**config.mk**
```make
export PLATFORM = sky130hd
export DESIGN_NAME = led_arbiter
export DESIGN_NICKNAME = d
export VERILOG_FILES = /design/src/rtl/led_arbiter.sv
export SDC_FILE = /design/constraint.sdc
export NUM_CORES = 1
export LEC_CHECK = 0
export BUFFER_PORTS_ARGS = -buffer_cell sky130_fd_sc_hd__buf_2
export CAP_MARGIN = 20
export CORE_MARGIN = 2
export CORE_UTILIZATION = 55
export DETAILED_ROUTE_END_ITERATION = 12
export GPL_TIMING_DRIVEN = 0
export PLACE_DENSITY = 0.73
export SLEW_MARGIN = 5
export SYNTH_ARGS = -nofsm -noshare
export SYNTH_HDL_FRONTEND = slang
export SYNTH_SLANG_ARGS = --single-unit
```
**constraint.sdc**
```tcl
create_clock -name clock -period 6.7 [get_ports clock]
set_input_delay 1.34 -clock clock [delete_from_list [all_inputs] [get_ports clock]]
set_output_delay 1.34 -clock clock [all_outputs]
set_load 0.05 [all_outputs]
```
**src/rtl/led_arbiter.sv**
```systemverilog
// Round-robin arbiter sharing six active-low LEDs between three pattern sources.
// Each grant is time-sliced while other sources wait; all outputs are registered.
module led_arbiter #(
  parameter logic [31:0] SLICE_CYCLES = 32'd27000000,
  parameter logic [5:0]  IDLE_PATTERN = 6'b000000
) (
  input  logic       clock,
  input  logic       reset,
  input  logic [2:0] req,
  input  logic [5:0] pattern0,
  input  logic [5:0] pattern1,
  input  logic [5:0] pattern2,
  output logic [2:0] grant,
  output logic       busy,
  output logic [5:0] leds
);

  typedef enum logic {IDLE, OWNED} state_t;

  state_t      state_q, state_d;
  logic [1:0]  owner_q, owner_d;
  logic [1:0]  last_q, last_d;
  logic [31:0] slice_cnt_q, slice_cnt_d;
  logic [2:0]  grant_q, grant_d;
  logic        busy_q, busy_d;
  logic [5:0]  leds_q, leds_d;

  logic        slice_done;
  logic        others_req;
  logic        release_now;
  logic [1:0]  winner;

  function automatic logic [2:0] onehot(input logic [1:0] idx);
    case (idx)
      2'd0:    onehot = 3'b001;
      2'd1:    onehot = 3'b010;
      2'd2:    onehot = 3'b100;
      default: onehot = 3'b000;
    endcase
  endfunction

  // The previous owner is searched last, so it only wins when nobody else asks.
  function automatic logic [1:0] rr_pick(input logic [2:0] r, input logic [1:0] last);
    logic [1:0] c1, c2;
    case (last)
      2'd0:    begin c1 = 2'd1; c2 = 2'd2; end
      2'd1:    begin c1 = 2'd2; c2 = 2'd0; end
      default: begin c1 = 2'd0; c2 = 2'd1; end
    endcase
    if (r[c1])      rr_pick = c1;
    else if (r[c2]) rr_pick = c2;
    else            rr_pick = last;
  endfunction

  always_comb begin
    state_d     = state_q;
    owner_d     = owner_q;
    last_d      = last_q;
    slice_cnt_d = slice_cnt_q;
    grant_d     = 3'b000;
    busy_d      = 1'b0;
    leds_d      = ~IDLE_PATTERN;

    winner      = rr_pick(req, last_q);
    slice_done  = (slice_cnt_q == (SLICE_CYCLES - 32'd1));
    others_req  = |(req & ~onehot(owner_q));
    release_now = (state_q == IDLE) || !req[owner_q] || (slice_done && others_req);

    if (release_now) begin
      slice_cnt_d = 32'd0;
      if (|req) begin
        state_d = OWNED;
        owner_d = winner;
        last_d  = winner;
      end else begin
        state_d = IDLE;
      end
    end else if (!slice_done) begin
      slice_cnt_d = slice_cnt_q + 32'd1;
    end

    // Outputs are loaded from the next state so they appear one edge after the request.
    if (state_d == OWNED) begin
      grant_d = onehot(owner_d);
      busy_d  = 1'b1;
      case (owner_d)
        2'd0:    leds_d = ~pattern0;
        2'd1:    leds_d = ~pattern1;
        default: leds_d = ~pattern2;
      endcase
    end
  end

  always_ff @(posedge clock or posedge reset) begin
    if (reset) begin
      state_q     <= IDLE;
      owner_q     <= 2'd0;
      last_q      <= 2'd2;
      slice_cnt_q <= 32'd0;
      grant_q     <= 3'b000;
      busy_q      <= 1'b0;
      leds_q      <= ~IDLE_PATTERN;
    end else begin
      state_q     <= state_d;
      owner_q     <= owner_d;
      last_q      <= last_d;
      slice_cnt_q <= slice_cnt_d;
      grant_q     <= grant_d;
      busy_q      <= busy_d;
      leds_q      <= leds_d;
    end
  end

  assign grant = grant_q;
  assign busy  = busy_q;
  assign leds  = leds_q;

endmodule

```
* After elaboration in Yosys (flattened, before gate mapping)
Index checks and enable logic that the tools add are counted.
W data, S select, Z words.
** Cells by class
- Equal/unequal tests :: 7
- Bitwise logic cells :: 6
- Reduce and logical (&&, ||, !) cells :: 10
- Add/subtract/negate cells :: 1
- Multiplexer cells :: 22
- Div/mod/pow operators :: 0
- Multipliers :: 0
- Shifts and indexed selects :: 0
- Order comparisons :: 3
** Operators with widths (count)
- $mux W32 :: 2
- $add A32 B1 Y32 const B :: 1
- $eq A32 B25 Y1 const B :: 1
- $not A6 Y6 :: 3
- $pmux W3 S3 :: 2
- $pmux W6 S2 :: 1
- $lt A2 B3 Y1 const B :: 3
- $mux W2 :: 4
- $pmux W2 S2 :: 2
- $bmux W1 S2 :: 3
- $eq A2 B1 Y1 const B :: 3
- $logic_not A2 Y1 :: 3
- $mux W1 :: 6
- $mux W6 :: 1
- $reduce_or A3 Y1 :: 2
- $eq A2 B2 Y1 const B :: 2
- $and A3 B3 Y3 :: 1
- $mux W3 :: 1
- $not A3 Y3 :: 1
- $logic_or A1 B1 Y1 :: 2
- $ne A2 B1 Y1 const B :: 1
- $reduce_and A2 Y1 :: 1
- $logic_and A1 B1 Y1 :: 1
- $logic_not A1 Y1 :: 1
- $not A1 Y1 :: 1
** Storage, ports and cells
- ROM bits :: 0
- Bits in latches :: 0
- Register bits after elaboration :: 47
- Bits in writable memories :: 0
- Memories kept :: 0
- Bits of input ports :: 23
- Output and inout port bits :: 10
- Logic and storage cells :: 56

* Logic depth before layout (Yosys ltp)
- Depth after elaboration :: 11
- Mapped depth :: 8
- Mapped depth without buffers :: 7

* Worst setup path before layout
No wires, ideal clock.
- Path type :: input-to-reg
- Start :: input port req[0]
- End :: register grant_q[2], in the netlist grant[2]
- Required time :: 6633 ps
- Stages on the path :: 8
- Library setup time :: 67 ps
- Arrival :: 2690 ps
- Slack :: 3942 ps
- Cell sequence :: mux2_2 > o21ai_2 > or4_1 > buf_6 > nand3b_4 > o21a_1 > buf_6 > and3_1
** On the way
- Cells in the longest elaborated chain, start to end :: 9
** Ends and longest elaborated chain
- start: declaration :: line 9 : input logic [2:0] req,
- $bmux W1 S2, on equally long branches :: line 51, 67
- $mux W1, on equally long branches :: line 51, 67
- $mux W2 / $logic_not A1 Y1 (equally long branches) :: line 51, 67
- $mux W2 / $logic_or A1 B1 Y1 (equally long branches) :: line 50, 67
- $mux W2 / $logic_or A1 B1 Y1 (equally long branches) :: line 71, 67
- $mux W2 * :: line 69 : if (release_now) begin
- net owner_d[1] :: line 21 : logic [1:0] owner_q, owner_d;
- $eq A2 B2 Y1, or another cell as far along :: line 34 : case (idx)
- $pmux W3 S3 * :: line 34
- $mux W3 * :: line 83 : if (state_d == OWNED) begin
- net grant_d[2] :: line 24 : logic [2:0] grant_q, grant_d;
- end signal: assignment :: line 108 : grant_q <= grant_d;
- end: declaration :: line 24
The timed path passes the listed nets; every way through them passes the cells marked *. The select of a mux whose other input is x is not followed.
A chain may end at the register's enable or synchronous reset.

* Worst setup path in the final report
- Start :: input port req[1]
- End :: register grant_q[2], in the netlist grant[2]
The elaborated chain is that of the path after synthesis.

==> Flow_metrics.wiki <==
{| class="wikitable"
! Metric !! Value
|-
| Number of optimization iterations in the first detailed-route pass || 4
|-
| Power density over the cells || 342 nW/µm²
|-
| Number of vias after detailed routing || 2,200
|-
| Synthesized-area fraction occupied by ao, oa, aoi and oai cells || 12.7%
|-
| Total Die Area || 5480 µm²
|-
| Endpoints failing hold || 0
|-
| Number of global-route vias before repair || 1,960
|-
| Fill count || 391
|-
| Initial core utilization || 57.1%
|-
| Standby leakage power || 0.00132 µW
|-
| All-layer global routing usage || 22.8%
|-
| Aggregate negative setup slack || 0 ns
|-
| Pin slew with the least headroom to its limit || 0.947 ns
|-
| Final worst path period need || 2.78 ns
|-
| Synthesis-to-layout area growth || 15.1%
|-
| Pin count of the biggest net entering global routing || 42
|-
| Worst min path class || reg2reg
|-
| Hold buffer count at cts || 0
|-
| Clock buffer depth || 2
|-
| Worst setup EP type || register
|-
| Area share of fa/ha/maj cells after synthesis || 0.464%
|-
| Number of clock sinks || 46
|-
| Placed inst area || 2960 µm²
|-
| Required time of the critical path || 6.94 ns
|-
| Hold Crit Start || slice_cnt_q[5]
|-
| Sequential share of the synthesized area || 43.0%
|-
| Worst reg2reg endpoint || slice_cnt_q[0]
|-
| Netlist area before placement || 2700 µm²
|-
| Antenna Nets Post-Route || 0
|-
| Cells after Synth || 282
|-
| Final standard cell area without fillers || 3100 µm²
|-
| Crit Path Class || in2reg
|-
| Setup repair after global routing missed its margin || no
|-
| Slew Limit Fails || 0
|-
| H-tree depth || 2
|-
| Number of synthesized register bits || 46
|-
| Resize count post-CTS || 0
|-
| Post-detailed-route DRC marker count || 0
|-
| Root cell of the clock tree || sky130_fd_sc_hd__clkbuf_8
|-
| Sequential cell area || 1160 µm²
|-
| Ys async rst share || 100%
|-
| Setup crit start kind || input port
|-
| Wire length of the first global-routing pass || 9450 µm
|-
| Leftover overflow at the end of global routing || 0
|-
| X dimension of the die || 74.0 µm
|-
| Main combinational cell family by area after synthesis || simple AND/OR/NAND/NOR gates
|-
| Ant. Diodes || 0
|-
| Share of layout cells above drive strength 1 || 23.2%
|-
| Total routed wirelength || 5770 µm
|-
| CP Launch Point || req[1]
|-
| Syn Nets || 306
|-
| Period utilization || 41.4%
|-
| Floorplan row count || 25
|-
| Hold Path Sink || slice_cnt_q[5]
|-
| Core region area || 4720 µm²
|-
| Footprint of the multi-input gates || 1430 µm²
|-
| Worst hold-check slack || 0.549 ns
|-
| I/O pin count || 33
|-
| Top FF cell, synth || sky130_fd_sc_hd__dfrtp_1
|-
| Routed wire per std cell || 14.8 µm
|-
| R2R cell count || 7
|-
| Final weighted congestion in routability-driven placement || 0.889
|-
| CTS tree || built
|-
| Cells on Worst Hold Path || 2
|-
| Nets || 346
|-
| Peak supply drop || 0.223 mV
|-
| Final setup violation count || 0
|-
| Worst-case register-to-register setup slack || 4.28 ns
|-
| Register clock-pin slew on the reported worst setup and hold paths || 0.09 ns
|-
| Post-synthesis share of cell area spent on and, or, nand and nor gates || 28.8%
|-
| Yosys warnings || 0
|-
| Worst endpoint data arrival time || 3.02 ns
|-
| Max-slew headroom at the worst pin || 36.3%
|-
| Post-CTS repair timing setup buffer count || 0
|-
| Final Skew || 0.00934 ns
|-
| Max-cap check violation count || 0
|-
| Number of buffers created by CTS || 5
|-
| Source of the worst register-to-register timing path || slice_cnt_q[6]
|-
| Antenna violations before repair || 0
|-
| Chip Height || 74.0 µm
|-
| Count of flip-flops with a built-in enable after synthesis || 0
|-
| Initial DRC count || 121
|-
| Vias/cell || 5.64
|-
| Max Fclk || 360 MHz
|-
| Critical path fanouts, max || 10
|-
| Port Buf Inserts || 32
|-
| Run status || complete, no violations
|-
| Share of the synthesized netlist area taken by xor and xnor gates || 9.10%
|-
| Skew-Pair Late Insertion Delay || 0.31 ns
|-
| Post-synth cell types || 51
|-
| Multiplexer fraction of the synthesized cell area || 2.00%
|-
| Post-synthesis average cell area || 9.56 µm²
|-
| Total half-perimeter wirelength after legalization and detailed placement || 4120 µm
|}
power by group:
part	leakage, µW	switching (µW)	internal [µW]
combinational	0.000643	293	147
clock	0.0000714	97.8	159
sequential	0.000604	28.0	337
total	0.00132	419	643
registers in the layout (all words and copies together), names as in the netlist:
name / cells
busy: 1
owner_q: 2
leds: 6
grant: 3
last_q: 2
slice_cnt_q: 32
layer usage:
metal | part of all wire (%) | vias to the layer above | track usage [%]
li1 | - | 1080 | -
met1 | 50 | 1071 | 34.5
met2 | 44 | 42 | 33.2
met3 | 4.3 | 7 | 4.47
met4 | 1.3 | 0 | 6.67
met5 | 0 | - | 0
synth_stat cells, types with 2 or more instances:
cell / count / share of area [%]
sky130_fd_sc_hd__and2b_1: 3 / 0.84
sky130_fd_sc_hd__nor4bb_1: 2 / 0.74
sky130_fd_sc_hd__nor4_1: 2 / 0.46
sky130_fd_sc_hd__nand2_1: 21 / 2.9
sky130_fd_sc_hd__o21a_1: 2 / 0.56
sky130_fd_sc_hd__mux2_2: 3 / 1.3
sky130_fd_sc_hd__inv_1: 13 / 1.8
sky130_fd_sc_hd__xnor2_1: 10 / 3.2
sky130_fd_sc_hd__and3_1: 7 / 1.6
sky130_fd_sc_hd__nor2b_1: 4 / 0.93
sky130_fd_sc_hd__mux2i_1: 2 / 0.74
sky130_fd_sc_hd__xor2_1: 18 / 5.8
sky130_fd_sc_hd__nor2_1: 39 / 5.4
sky130_fd_sc_hd__o211ai_2: 2 / 0.93
sky130_fd_sc_hd__o21ai_0: 5 / 0.93
sky130_fd_sc_hd__o211ai_1: 22 / 6.1
sky130_fd_sc_hd__clkbuf_1: 4 / 0.56
sky130_fd_sc_hd__and4_1: 2 / 0.65
sky130_fd_sc_hd__or3_1: 2 / 0.46
sky130_fd_sc_hd__o2111ai_1: 6 / 1.9
sky130_fd_sc_hd__buf_6: 2 / 0.84
sky130_fd_sc_hd__buf_2: 4 / 0.74
sky130_fd_sc_hd__and4_4: 2 / 0.84
sky130_fd_sc_hd__dfrtp_1: 39 / 36
sky130_fd_sc_hd__nand3_1: 12 / 2.2
sky130_fd_sc_hd__and2_1: 7 / 1.6
sky130_fd_sc_hd__nand4_1: 8 / 1.9
sky130_fd_sc_hd__dfstp_2: 7 / 6.8
sky130_fd_sc_hd__and2_2: 2 / 0.56
sky130_fd_sc_hd__nor3_1: 9 / 1.7
worst max path at each step:
stage,endpoint,slack [ns],depth (start not counted)
6_report,grant[2],3.92,9
5_1_grt,leds[4],3.79,7
4_1_cts,grant[2],3.93,9
3_5_place_dp,grant[2],3.62,9
3_3_place_gp,grant[2],3.63,9
2_1_floorplan,grant[2],3.94,8
through the flow:
| step | utilization [%] | std cells | total power [µW] | setup WS, ns |
|---|---|---|---|---|
| 2_1_floorplan | - | 282 | 705 | 3.94 |
| 3_3_place_gp | 62.3 | 381 | 800 | 3.63 |
| 3_5_place_dp | 62.7 | 382 | 809 | 3.62 |
| 4_1_cts | 65.7 | 390 | 1070 | 3.93 |
| 5_1_grt | 65.7 | 390 | 1120 | 3.79 |
| 6_report | 65.7 | 390 | 1060 | 3.92 |
kinds of logic after synthesis:
| family | Yosys count |
|---|---|
| adder cells (fa/ha/maj) | 1 |
| XOR/XNOR | 28 |
| buffers and inverters | 23 |
| AND/OR/NAND/NOR | 135 |
| multiplexers | 5 |
| flip-flops | 46 |
| AO/OA/AOI/OAI | 44 |
critical path, cell delays in order:
cell	delay, ns
sky130_fd_sc_hd__buf_2	0.14
sky130_fd_sc_hd__mux2_2	0.18
sky130_fd_sc_hd__o21ai_2	0.08
sky130_fd_sc_hd__or4_1	0.53
sky130_fd_sc_hd__buf_6	0.17
sky130_fd_sc_hd__nand3b_4	0.11
sky130_fd_sc_hd__o21a_1	0.15
sky130_fd_sc_hd__buf_6	0.15
sky130_fd_sc_hd__and3_1	0.17
cells in the final DEF, fill, tap and decap left out, types with 2 or more instances in the layout:
| cell type | synthesis | final |
|---|---|---|
| sky130_fd_sc_hd__o21ai_0 | 5 | 5 |
| sky130_fd_sc_hd__xnor2_1 | 10 | 10 |
| sky130_fd_sc_hd__and4_4 | 2 | 2 |
| sky130_fd_sc_hd__bufinv_16 | 0 | 2 |
| sky130_fd_sc_hd__xor2_1 | 18 | 18 |
| sky130_fd_sc_hd__dfstp_2 | 7 | 7 |
| sky130_fd_sc_hd__and4_1 | 2 | 2 |
| sky130_fd_sc_hd__nor2_1 | 39 | 39 |
| sky130_fd_sc_hd__o21a_1 | 2 | 2 |
| sky130_fd_sc_hd__and2_2 | 2 | 2 |
| sky130_fd_sc_hd__or3_1 | 2 | 2 |
| sky130_fd_sc_hd__buf_6 | 2 | 2 |
| sky130_fd_sc_hd__nor2b_1 | 4 | 4 |
| sky130_fd_sc_hd__nand2_1 | 21 | 21 |
| sky130_fd_sc_hd__and2b_1 | 3 | 3 |
| sky130_fd_sc_hd__nand4_1 | 8 | 8 |
| sky130_fd_sc_hd__clkbuf_8 | 0 | 6 |
| sky130_fd_sc_hd__inv_1 | 13 | 12 |
| sky130_fd_sc_hd__nor4_1 | 2 | 2 |
| sky130_fd_sc_hd__dfrtp_1 | 39 | 39 |
| sky130_fd_sc_hd__nor3_1 | 9 | 9 |
| sky130_fd_sc_hd__o2111ai_1 | 6 | 6 |
| sky130_fd_sc_hd__nand3_1 | 12 | 12 |
| sky130_fd_sc_hd__mux2_2 | 3 | 3 |
| sky130_fd_sc_hd__and3_1 | 7 | 7 |
| sky130_fd_sc_hd__and2_1 | 7 | 7 |
| sky130_fd_sc_hd__o211ai_2 | 2 | 2 |
| sky130_fd_sc_hd__o211ai_1 | 22 | 22 |
| sky130_fd_sc_hd__buf_2 | 4 | 36 |
| sky130_fd_sc_hd__mux2i_1 | 2 | 2 |
| sky130_fd_sc_hd__nor4bb_1 | 2 | 2 |
| sky130_fd_sc_hd__clkbuf_1 | 4 | 4 |
layout make-up:
cell class | instances | area share [%]
plain buffers | 10 | 1.85
flip-flops and latches | 46 | 37.4
clock buffers | 6 | 2.66
repair buffers | 33 | 5.81
multi-input cells | 213 | 46.1
inverters | 13 | 1.57
clock inverters | 2 | 1.94
well taps | 67 | 2.70
No activity file was read; power rests on OpenSTA's default activity.
